===== src/rtl/vga_pkg.sv =====
// Shared raster timing types and helpers for the VGA sync generator.
// Field widths, the timing set bundle and the generator state encoding.
package vga_pkg;

    localparam int VGA_MAX_H_WIDTH = 12;
    localparam int VGA_MAX_V_WIDTH = 11;

    typedef struct packed {
        logic [VGA_MAX_H_WIDTH-1:0] hd;
        logic [VGA_MAX_H_WIDTH-1:0] hf;
        logic [VGA_MAX_H_WIDTH-1:0] hr;
        logic [VGA_MAX_H_WIDTH-1:0] hb;
        logic [VGA_MAX_V_WIDTH-1:0] vd;
        logic [VGA_MAX_V_WIDTH-1:0] vf;
        logic [VGA_MAX_V_WIDTH-1:0] vr;
        logic [VGA_MAX_V_WIDTH-1:0] vb;
    } vga_timing_s;

    typedef enum logic {SYNC_IDLE, SYNC_RUN} sync_state_e;

    function automatic logic [VGA_MAX_H_WIDTH+1:0] h_total(
        input vga_timing_s t
    );
        return {2'b00, t.hd} + {2'b00, t.hf} +
               {2'b00, t.hr} + {2'b00, t.hb};
    endfunction

    function automatic logic [VGA_MAX_V_WIDTH+1:0] v_total(
        input vga_timing_s t
    );
        return {2'b00, t.vd} + {2'b00, t.vf} +
               {2'b00, t.vr} + {2'b00, t.vb};
    endfunction

    // Zero display or zero retrace cannot form a raster.
    function automatic logic cfg_ok(input vga_timing_s t);
        return (|t.hd) && (|t.hr) && (|t.vd) && (|t.vr);
    endfunction

endpackage


===== src/rtl/vga_sync_gen_if.sv =====
// Configuration and raster bundle between the resolution memory,
// the sync generator and the pixel pipeline.
interface vga_sync_gen_if
    import vga_pkg::*;
#(
    parameter int HW = VGA_MAX_H_WIDTH,
    parameter int VW = VGA_MAX_V_WIDTH
);
    logic          en_i;
    logic          cfg_load_i;
    logic [HW-1:0] hd_i, hf_i, hr_i, hb_i;
    logic [VW-1:0] vd_i, vf_i, vr_i, vb_i;
    logic          cfg_ack_o;
    logic          cfg_err_o;
    logic          busy_o;
    logic          hsync_o;
    logic          vsync_o;
    logic          de_o;
    logic [HW+1:0] x_o;
    logic [VW+1:0] y_o;
    logic          line_start_o;
    logic          frame_start_o;

    modport master (
        output en_i, cfg_load_i,
        output hd_i, hf_i, hr_i, hb_i,
        output vd_i, vf_i, vr_i, vb_i,
        input  cfg_ack_o, cfg_err_o, busy_o,
        input  hsync_o, vsync_o, de_o, x_o, y_o,
        input  line_start_o, frame_start_o
    );

    modport slave (
        input  en_i, cfg_load_i,
        input  hd_i, hf_i, hr_i, hb_i,
        input  vd_i, vf_i, vr_i, vb_i,
        output cfg_ack_o, cfg_err_o, busy_o,
        output hsync_o, vsync_o, de_o, x_o, y_o,
        output line_start_o, frame_start_o
    );

endinterface


===== src/rtl/vga_axis_cnt.sv =====
// One raster axis: position counter plus registered display/sync flags
// evaluated on the next count so they line up with the counter output.
module vga_axis_cnt #(
    parameter int W = 12
) (
    input  logic         clk_i,
    input  logic         arstn_i,
    input  logic         i_on,
    input  logic         i_inc,
    input  logic [W-1:0] i_disp,
    input  logic [W-1:0] i_fp,
    input  logic [W-1:0] i_rt,
    input  logic [W+1:0] i_tot,
    output logic [W+1:0] o_cnt,
    output logic         o_wrap,
    output logic         o_act,
    output logic         o_sync,
    output logic         o_first
);

    logic [W+1:0] r_cnt;
    logic         r_act, r_sync, r_first;
    logic [W+1:0] w_nxt, w_lo, w_hi;

    assign w_lo   = {2'b00, i_disp} + {2'b00, i_fp};
    assign w_hi   = w_lo + {2'b00, i_rt};
    assign o_wrap = (r_cnt == i_tot - (W+2)'(1));

    always_comb begin
        w_nxt = '0;
        if (i_on) begin
            if (!i_inc)
                w_nxt = r_cnt;
            else if (!o_wrap)
                w_nxt = r_cnt + (W+2)'(1);
        end
    end

    always_ff @(posedge clk_i or negedge arstn_i) begin
        if (!arstn_i) begin
            r_cnt   <= '0;
            r_act   <= 1'b0;
            r_sync  <= 1'b0;
            r_first <= 1'b0;
        end else begin
            r_cnt   <= w_nxt;
            r_act   <= i_on && (w_nxt < {2'b00, i_disp});
            r_sync  <= i_on && (w_nxt >= w_lo) && (w_nxt < w_hi);
            r_first <= i_on && (w_nxt == '0);
        end
    end

    assign o_cnt   = r_cnt;
    assign o_act   = r_act;
    assign o_sync  = r_sync;
    assign o_first = r_first;

endmodule


===== src/rtl/vga_sync_gen.sv =====
// VGA raster generator with shadow-buffered timing sets that switch
// only at frame boundaries.
module vga_sync_gen
    import vga_pkg::*;
#(
    parameter bit SYNC_ACTIVE_HIGH = 1'b1,
    parameter int HW = VGA_MAX_H_WIDTH,
    parameter int VW = VGA_MAX_V_WIDTH
) (
    input  logic           clk_i,
    input  logic           arstn_i,
    vga_sync_gen_if.slave  bus
);

    sync_state_e   r_state;
    vga_timing_s   r_act, r_shd;
    logic          r_loaded, r_pend, r_ack, r_err;
    logic [HW+1:0] r_htot;
    logic [VW+1:0] r_vtot;

    vga_timing_s   w_in, w_nxt;
    logic          w_valid, w_bad, w_idle_ld, w_apply, w_fend, w_run;
    logic          w_h_inc, w_v_inc;
    logic          w_h_wrap, w_h_act, w_h_sync, w_h_first;
    logic          w_v_wrap, w_v_act, w_v_sync, w_v_first;
    logic [HW+1:0] w_x;
    logic [VW+1:0] w_y;

    assign w_in = '{hd: bus.hd_i, hf: bus.hf_i,
                    hr: bus.hr_i, hb: bus.hb_i,
                    vd: bus.vd_i, vf: bus.vf_i,
                    vr: bus.vr_i, vb: bus.vb_i};

    assign w_valid   = bus.cfg_load_i && cfg_ok(w_in);
    assign w_bad     = bus.cfg_load_i && !cfg_ok(w_in);
    assign w_h_inc   = (r_state == SYNC_RUN);
    assign w_v_inc   = w_h_inc && w_h_wrap;
    assign w_fend    = w_v_inc && w_v_wrap;
    assign w_idle_ld = (r_state == SYNC_IDLE) && w_valid;
    assign w_apply   = w_fend && r_pend;

    // Flags for the next cycle must follow the set that will be active then.
    assign w_nxt = w_idle_ld ? w_in : (w_apply ? r_shd : r_act);

    always_comb begin
        w_run = 1'b0;
        unique case (r_state)
            SYNC_IDLE: w_run = bus.en_i && r_loaded;
            SYNC_RUN:  w_run = !(w_fend && !bus.en_i);
            default:   w_run = 1'b0;
        endcase
    end

    always_ff @(posedge clk_i or negedge arstn_i) begin
        if (!arstn_i) begin
            r_state  <= SYNC_IDLE;
            r_act    <= '0;
            r_shd    <= '0;
            r_loaded <= 1'b0;
            r_pend   <= 1'b0;
            r_ack    <= 1'b0;
            r_err    <= 1'b0;
            r_htot   <= '0;
            r_vtot   <= '0;
        end else begin
            r_state <= w_run ? SYNC_RUN : SYNC_IDLE;
            r_ack   <= w_idle_ld || w_apply;
            r_err   <= w_bad;
            if (w_idle_ld || w_apply) begin
                r_act  <= w_nxt;
                r_htot <= h_total(w_nxt);
                r_vtot <= v_total(w_nxt);
            end
            if (w_idle_ld)
                r_loaded <= 1'b1;
            // A load in the frame-end cycle re-arms the shadow.
            if ((r_state == SYNC_RUN) && w_valid) begin
                r_shd  <= w_in;
                r_pend <= 1'b1;
            end else if (w_apply) begin
                r_pend <= 1'b0;
            end
        end
    end

    vga_axis_cnt #(.W(HW)) u_h (
        .clk_i   (clk_i),
        .arstn_i (arstn_i),
        .i_on    (w_run),
        .i_inc   (w_h_inc),
        .i_disp  (w_nxt.hd),
        .i_fp    (w_nxt.hf),
        .i_rt    (w_nxt.hr),
        .i_tot   (r_htot),
        .o_cnt   (w_x),
        .o_wrap  (w_h_wrap),
        .o_act   (w_h_act),
        .o_sync  (w_h_sync),
        .o_first (w_h_first)
    );

    vga_axis_cnt #(.W(VW)) u_v (
        .clk_i   (clk_i),
        .arstn_i (arstn_i),
        .i_on    (w_run),
        .i_inc   (w_v_inc),
        .i_disp  (w_nxt.vd),
        .i_fp    (w_nxt.vf),
        .i_rt    (w_nxt.vr),
        .i_tot   (r_vtot),
        .o_cnt   (w_y),
        .o_wrap  (w_v_wrap),
        .o_act   (w_v_act),
        .o_sync  (w_v_sync),
        .o_first (w_v_first)
    );

    assign bus.busy_o        = (r_state == SYNC_RUN);
    assign bus.cfg_ack_o     = r_ack;
    assign bus.cfg_err_o     = r_err;
    assign bus.x_o           = w_x;
    assign bus.y_o           = w_y;
    assign bus.de_o          = w_h_act && w_v_act;
    assign bus.hsync_o       = SYNC_ACTIVE_HIGH ? w_h_sync : !w_h_sync;
    assign bus.vsync_o       = SYNC_ACTIVE_HIGH ? w_v_sync : !w_v_sync;
    assign bus.line_start_o  = w_h_first;
    assign bus.frame_start_o = w_h_first && w_v_first;

endmodule


===== src/flat_wrapper.sv =====
// flat-port wrapper written by rule: the top's interface ports become plain ports
module vga_sync_gen_flat import vga_pkg::*;
#(
    parameter bit SYNC_ACTIVE_HIGH = 1'b1,
    parameter int HW = VGA_MAX_H_WIDTH,
    parameter int VW = VGA_MAX_V_WIDTH
)
  (clk_i, arstn_i, bus_en_i, bus_cfg_load_i, bus_hd_i, bus_hf_i, bus_hr_i, bus_hb_i, bus_vd_i, bus_vf_i, bus_vr_i, bus_vb_i, bus_cfg_ack_o, bus_cfg_err_o, bus_busy_o, bus_hsync_o, bus_vsync_o, bus_de_o, bus_x_o, bus_y_o, bus_line_start_o, bus_frame_start_o);
  vga_sync_gen_if #(.HW(HW), .VW(VW)) bus_i ();
  input  logic clk_i;
  input  logic arstn_i;
  input wire logic [$bits(bus_i.en_i)-1:0] bus_en_i;
  input wire logic [$bits(bus_i.cfg_load_i)-1:0] bus_cfg_load_i;
  input wire logic [$bits(bus_i.hd_i)-1:0] bus_hd_i;
  input wire logic [$bits(bus_i.hf_i)-1:0] bus_hf_i;
  input wire logic [$bits(bus_i.hr_i)-1:0] bus_hr_i;
  input wire logic [$bits(bus_i.hb_i)-1:0] bus_hb_i;
  input wire logic [$bits(bus_i.vd_i)-1:0] bus_vd_i;
  input wire logic [$bits(bus_i.vf_i)-1:0] bus_vf_i;
  input wire logic [$bits(bus_i.vr_i)-1:0] bus_vr_i;
  input wire logic [$bits(bus_i.vb_i)-1:0] bus_vb_i;
  output wire logic [$bits(bus_i.cfg_ack_o)-1:0] bus_cfg_ack_o;
  output wire logic [$bits(bus_i.cfg_err_o)-1:0] bus_cfg_err_o;
  output wire logic [$bits(bus_i.busy_o)-1:0] bus_busy_o;
  output wire logic [$bits(bus_i.hsync_o)-1:0] bus_hsync_o;
  output wire logic [$bits(bus_i.vsync_o)-1:0] bus_vsync_o;
  output wire logic [$bits(bus_i.de_o)-1:0] bus_de_o;
  output wire logic [$bits(bus_i.x_o)-1:0] bus_x_o;
  output wire logic [$bits(bus_i.y_o)-1:0] bus_y_o;
  output wire logic [$bits(bus_i.line_start_o)-1:0] bus_line_start_o;
  output wire logic [$bits(bus_i.frame_start_o)-1:0] bus_frame_start_o;
  assign bus_i.en_i = bus_en_i;
  assign bus_i.cfg_load_i = bus_cfg_load_i;
  assign bus_i.hd_i = bus_hd_i;
  assign bus_i.hf_i = bus_hf_i;
  assign bus_i.hr_i = bus_hr_i;
  assign bus_i.hb_i = bus_hb_i;
  assign bus_i.vd_i = bus_vd_i;
  assign bus_i.vf_i = bus_vf_i;
  assign bus_i.vr_i = bus_vr_i;
  assign bus_i.vb_i = bus_vb_i;
  assign bus_cfg_ack_o = bus_i.cfg_ack_o;
  assign bus_cfg_err_o = bus_i.cfg_err_o;
  assign bus_busy_o = bus_i.busy_o;
  assign bus_hsync_o = bus_i.hsync_o;
  assign bus_vsync_o = bus_i.vsync_o;
  assign bus_de_o = bus_i.de_o;
  assign bus_x_o = bus_i.x_o;
  assign bus_y_o = bus_i.y_o;
  assign bus_line_start_o = bus_i.line_start_o;
  assign bus_frame_start_o = bus_i.frame_start_o;
  vga_sync_gen #(.SYNC_ACTIVE_HIGH(SYNC_ACTIVE_HIGH), .HW(HW), .VW(VW)) u_core (.clk_i(clk_i), .arstn_i(arstn_i), .bus(bus_i));
endmodule

===== config.mk =====
export PLATFORM = sky130hd
export DESIGN_NAME = vga_sync_gen_flat
export DESIGN_NICKNAME = d
export VERILOG_FILES = /design/src/rtl/vga_pkg.sv /design/src/rtl/vga_sync_gen_if.sv /design/src/rtl/vga_axis_cnt.sv /design/src/rtl/vga_sync_gen.sv /design/src/flat_wrapper.sv
export SDC_FILE = /design/constraint.sdc
export NUM_CORES = 1
export LEC_CHECK = 0
export ABC_CLOCK_PERIOD_IN_PS = 15200
export CORE_MARGIN = 1
export CORE_UTILIZATION = 50
export DETAILED_ROUTE_END_ITERATION = 10
export GPL_TIMING_DRIVEN = 0
export PLACE_DENSITY = 0.7
export SETUP_SLACK_MARGIN = 0.2
export SYNTH_ARGS = -nofsm -noshare
export SYNTH_HDL_FRONTEND = slang
export SYNTH_HIERARCHICAL = 1
export SYNTH_SLANG_ARGS = --single-unit
export TNS_END_PERCENT = 100

===== constraint.sdc =====
create_clock -name clk_i -period 15.2 [get_ports clk_i]
set_input_delay 1.52 -clock clk_i [delete_from_list [all_inputs] [get_ports clk_i]]
set_output_delay 1.52 -clock clk_i [all_outputs]
set_load 0.02 [all_outputs]

==> metrics.md <==
| Metric | Value |
|---|---|
| Max clock buf depth | 3 |
| CP Class | reg -> reg |
| First-pass GRT wire length | 83.1 mm |
| Seq/Total Area, Yosys | between 30% and 40% |
| Worst path arrival time | 9.41 ns |
| Post-cts resize count | 0 |
| Startpoint Class | flop |
| Post-Synth Adder-Cell Area | 15.4% |
| Largest net degree at the start of global routing | 92 |
| Synth Net Count | 2,209 |
| Multi-input logic area | between 10,000 and 15,000 um^2 |
| Sinks on the clock net | between 200 and 250 |
| Clk root buf | clkbuf_16 |
| # rows | between 60 and 70 |
| Main flop type after synthesis | dfrtp_1 |
| Synth cell types | 89 |
| Die H | 194 um |
| Yosys top cell area share | between 30% and 40% |
| H-tree levels | 1 |
| CTS Hold Bufs | 0 |
| Initial core utilization | roughly half |
| Max-cap violation count | 0 |
| Via count | 15.0k |
| EDFF count, synth | 0 |
| Clock period minus worst slack | 8.97 ns |
| Final setup fails | 0 |
| Die Footprint | between 30,000 and 40,000 um^2 |
| Layout cell share with drive strength beyond 1 | 10.8% |
| TritonCTS clock tree | built |
| Die W | 194 um |
| Routability congestion estimate from global placement | 0.918 |
| # diodes | 0 |
| Fin util | between 50% and 60% |
| Compound-cell area share of the yosys netlist | 15.7% |
| Final cycle utilization of the critical path | roughly three fifths |
| Vias in the first global route | ~15k |
| Core footprint | 35,900 um^2 |
| Worst hold slack | roughly 0.47 ns |
| Skew-Pair Late Insertion Delay | 0.56 ns |
| Post-route ant nets | 0 |
| XOR/XNOR Fraction of Synth Area | between 5 and 6% |
| Critical Path RT | about 16 ns |
| Vias per inst | 5.87 |
| Total track usage | approximately 28% |
| Multiplexer share of the synthesized area | 11.5% |
| Slew headroom | 33.0% |
| Final Hold Viols | 0 |
| Nets@finish | 2,372 |
| Post-route clock skew | a little under 0.02 ns |
| Post-CTS setup buffers | 0 |
| Clock-pin slew on the worst setup and hold paths | roughly 0.070 ns |
| Drt initial violations | about 1.1k |
| Initial antenna violation count | 0 |
| F_max | 0.112 GHz |
| Slew Viols, Final | 0 |
| Clock buffer count from CTS | 28 |
| Port Buffer Count | 130 |
| Crit path max-delay cell type | o21ai_0 |
| Dominant cells by area after synthesis | dfrtp_1 (34%), ha_1 (9.9%), o21ai_0 (5.9%) |
| DRT Pass-1 Iters | 5 |
| Unrepaired setup endpoints after global routing | false |
| Yosys top cell by area | dfrtp_1 |
| Simple-Gate Fraction of Synth Area | between 10% and 20% |
| Post-synth ARST share | 100% |
| Syn. warnings | 6 |
| Routed len/inst | 20.6 um |
| Main combinational cell family by area after synthesis | compound AO/OA/AOI/OAI gates |
| Routed Wire Length | 52.8 mm |
| Outcome | complete, no violations |
| Critical path capture point type | flop |
| Cell area after layout | 21,400 um^2 |
| Dpl cell area | 20,400 um^2 |
| Fill cells | 3,076 |
| # IOs | 131 |
| Avg Cell Area, Syn | 9.60 um^2 |
| Worst Tran Pin Value | between 0.9 and 1 ns |
| Reg area | 6230 um^2 |
| Setup TNS | 0 ns |
| Remaining routing DRC violations | 0 |
| Pleak | 0.0101 uW |
| Hold crit path type | reg -> reg |
| Critical Path Fanout Max | 10 |
| GR Overflow Total | 0 |
| Cells after Synth | around 1.9k |
| Peak supply drop | 0.0897 mV |
| PwrDens | 172 nW/um^2 |
| Detailed Place HPWL | 41.7 mm |
| Syn-to-layout area delta | 16.1% |
| Post-route insts no fill | 2,563 |
| Post-Syn Area | 18,400 um^2 |
| Yosys reg bits | 249 |
| Cell mode on critical path | ha_1 |
| Worst path max stage delay | 0.63 ns |
| Inst Count DP | 2,511 |
==> metal layers <==
metal / share of wire [%] / vias to the layer above / routed length, um / global-route usage [%]
met4: 2.8 / 0 / 1460 / 8.29
met1: 45 / 7365 / 24000 / 39.6
met5: 0 / - / 0 / 0
met2: 44 / 517 / 23400 / 44.2
met3: 7.5 / 78 / 3990 / 5.67
li1: - / 7075 / - / -
==> layout make-up <==
type | instances | share of cell area, %
Inverter | 161 | 2.83
Tap cell | 461 | 2.70
Sequential cell | 249 | 29.2
Multi-Input combinational cell | 1427 | 52.0
Clock buffer | 34 | 3.72
Buffer | 80 | 2.14
Timing Repair Buffer | 133 | 6.42
Clock inverter | 18 | 0.989
==> power breakdown <==
part           internal, uW  leakage [uW]  switching, uW
combinational           879       0.00661           1180
sequential              781       0.00299           99.0
clock                   440      0.000491            290
total                  2100        0.0101           1570
==> synth_stat cells, types with 5 or more instances <==
master    count
o31a_1        7
nand2b_1     15
o21ai_1       5
nand4_1      14
mux2_2       88
nor2_1       92
buf_2        30
and2_1       10
fa_1         50
a21o_1       28
mux2i_1      96
a21oi_1      86
or3_1         8
dfrtp_1     249
nor4_1       18
nor2b_1      16
nand3_1      34
mux2_1       13
nor3_1       30
clkbuf_1     32
buf_6        14
ha_1        146
a31oi_1      10
inv_1       160
and3_1        9
o21a_1       43
xnor2_1      62
xor2_1       59
o211ai_1      6
nand2_1     148
or2_2         6
and4_1       10
o21ai_0     218
o21bai_1      7
a211oi_1      8
==> placed cells by master (no fill, tap or decap), types with 32 or more instances in the layout <==
cell type / synthesis / routed
nand3_1: 34 / 34
o21ai_0: 218 / 218
clkbuf_1: 32 / 32
mux2i_1: 96 / 96
inv_1: 160 / 160
xnor2_1: 62 / 62
fa_1: 50 / 50
nor2_1: 92 / 92
dfrtp_1: 249 / 249
ha_1: 146 / 146
mux2_2: 88 / 88
xor2_1: 59 / 59
o21a_1: 43 / 43
a21oi_1: 86 / 86
nand2_1: 148 / 148
clkdlybuf4s50_1: 0 / 129
==> flip-flops by register name, indices dropped and copies added (netlist names), 13 cells and up <==
signal / cells
u_core/r_vtot: 13
u_core/u_h/o_cnt: 14
u_core/r_shd: 92
u_core/r_act: 92
u_core/r_htot: 14
u_core/u_v/o_cnt: 13
==> cell families (layout without fill, tap and decap cells) <==
logic type / count (synthesis) / count (layout)
AOI/OAI and AO/OA: 469 / 469
muxes: 198 / 198
adders and majority gates: 196 / 196
and+or+nand+nor: 443 / 443
DFF: 249 / 249
buffers and inverters: 241 / 426
xor gates and xnor gates: 121 / 121
==> critical path, delay by kind of cell (launching register included) <==
| family | cells | cell delay (ns) |
|---|---|---|
| flops | 1 | 0.45 |
| xor+xnor | 2 | 0.40 |
| buf+inv | 4 | 0.73 |
| simple gates | 10 | 2.38 |
| fa+ha+maj | 5 | 1.56 |
| mux | 1 | 0.17 |
| compound gates | 13 | 3.15 |
==> stage by stage <==
step / setup WS, ns / total power [uW]
CTS: 6.36 / 3660
global placement: 1.81 / 2850
finish: 6.23 / 3670
floorplan: 8.21 / 2370
detailed placement: 6.39 / 2910
global route: 5.64 / 3970
==> final timing paths <==
| check | endpoint | slack, ns | start | cells after the start |
|---|---|---|---|---|
| min in group asynchronous | u_core/r_act[73] | 0.93 | arstn_i | 1 |
| max in group asynchronous | u_core/r_shd[41] | 13.03 | arstn_i | 3 |
| worst min-delay path | u_core/r_loaded | 0.47 | u_core/r_loaded | 1 |
| worst min register to register | u_core/r_loaded | 0.47 | u_core/r_loaded | 1 |
| worst max-delay path | u_core/u_h/o_sync | 6.23 | u_core/r_htot[1] | 35 |
| worst max register to register | u_core/u_h/o_sync | 6.23 | u_core/r_htot[1] | 35 |
Power figures use the tool's default switching activity.
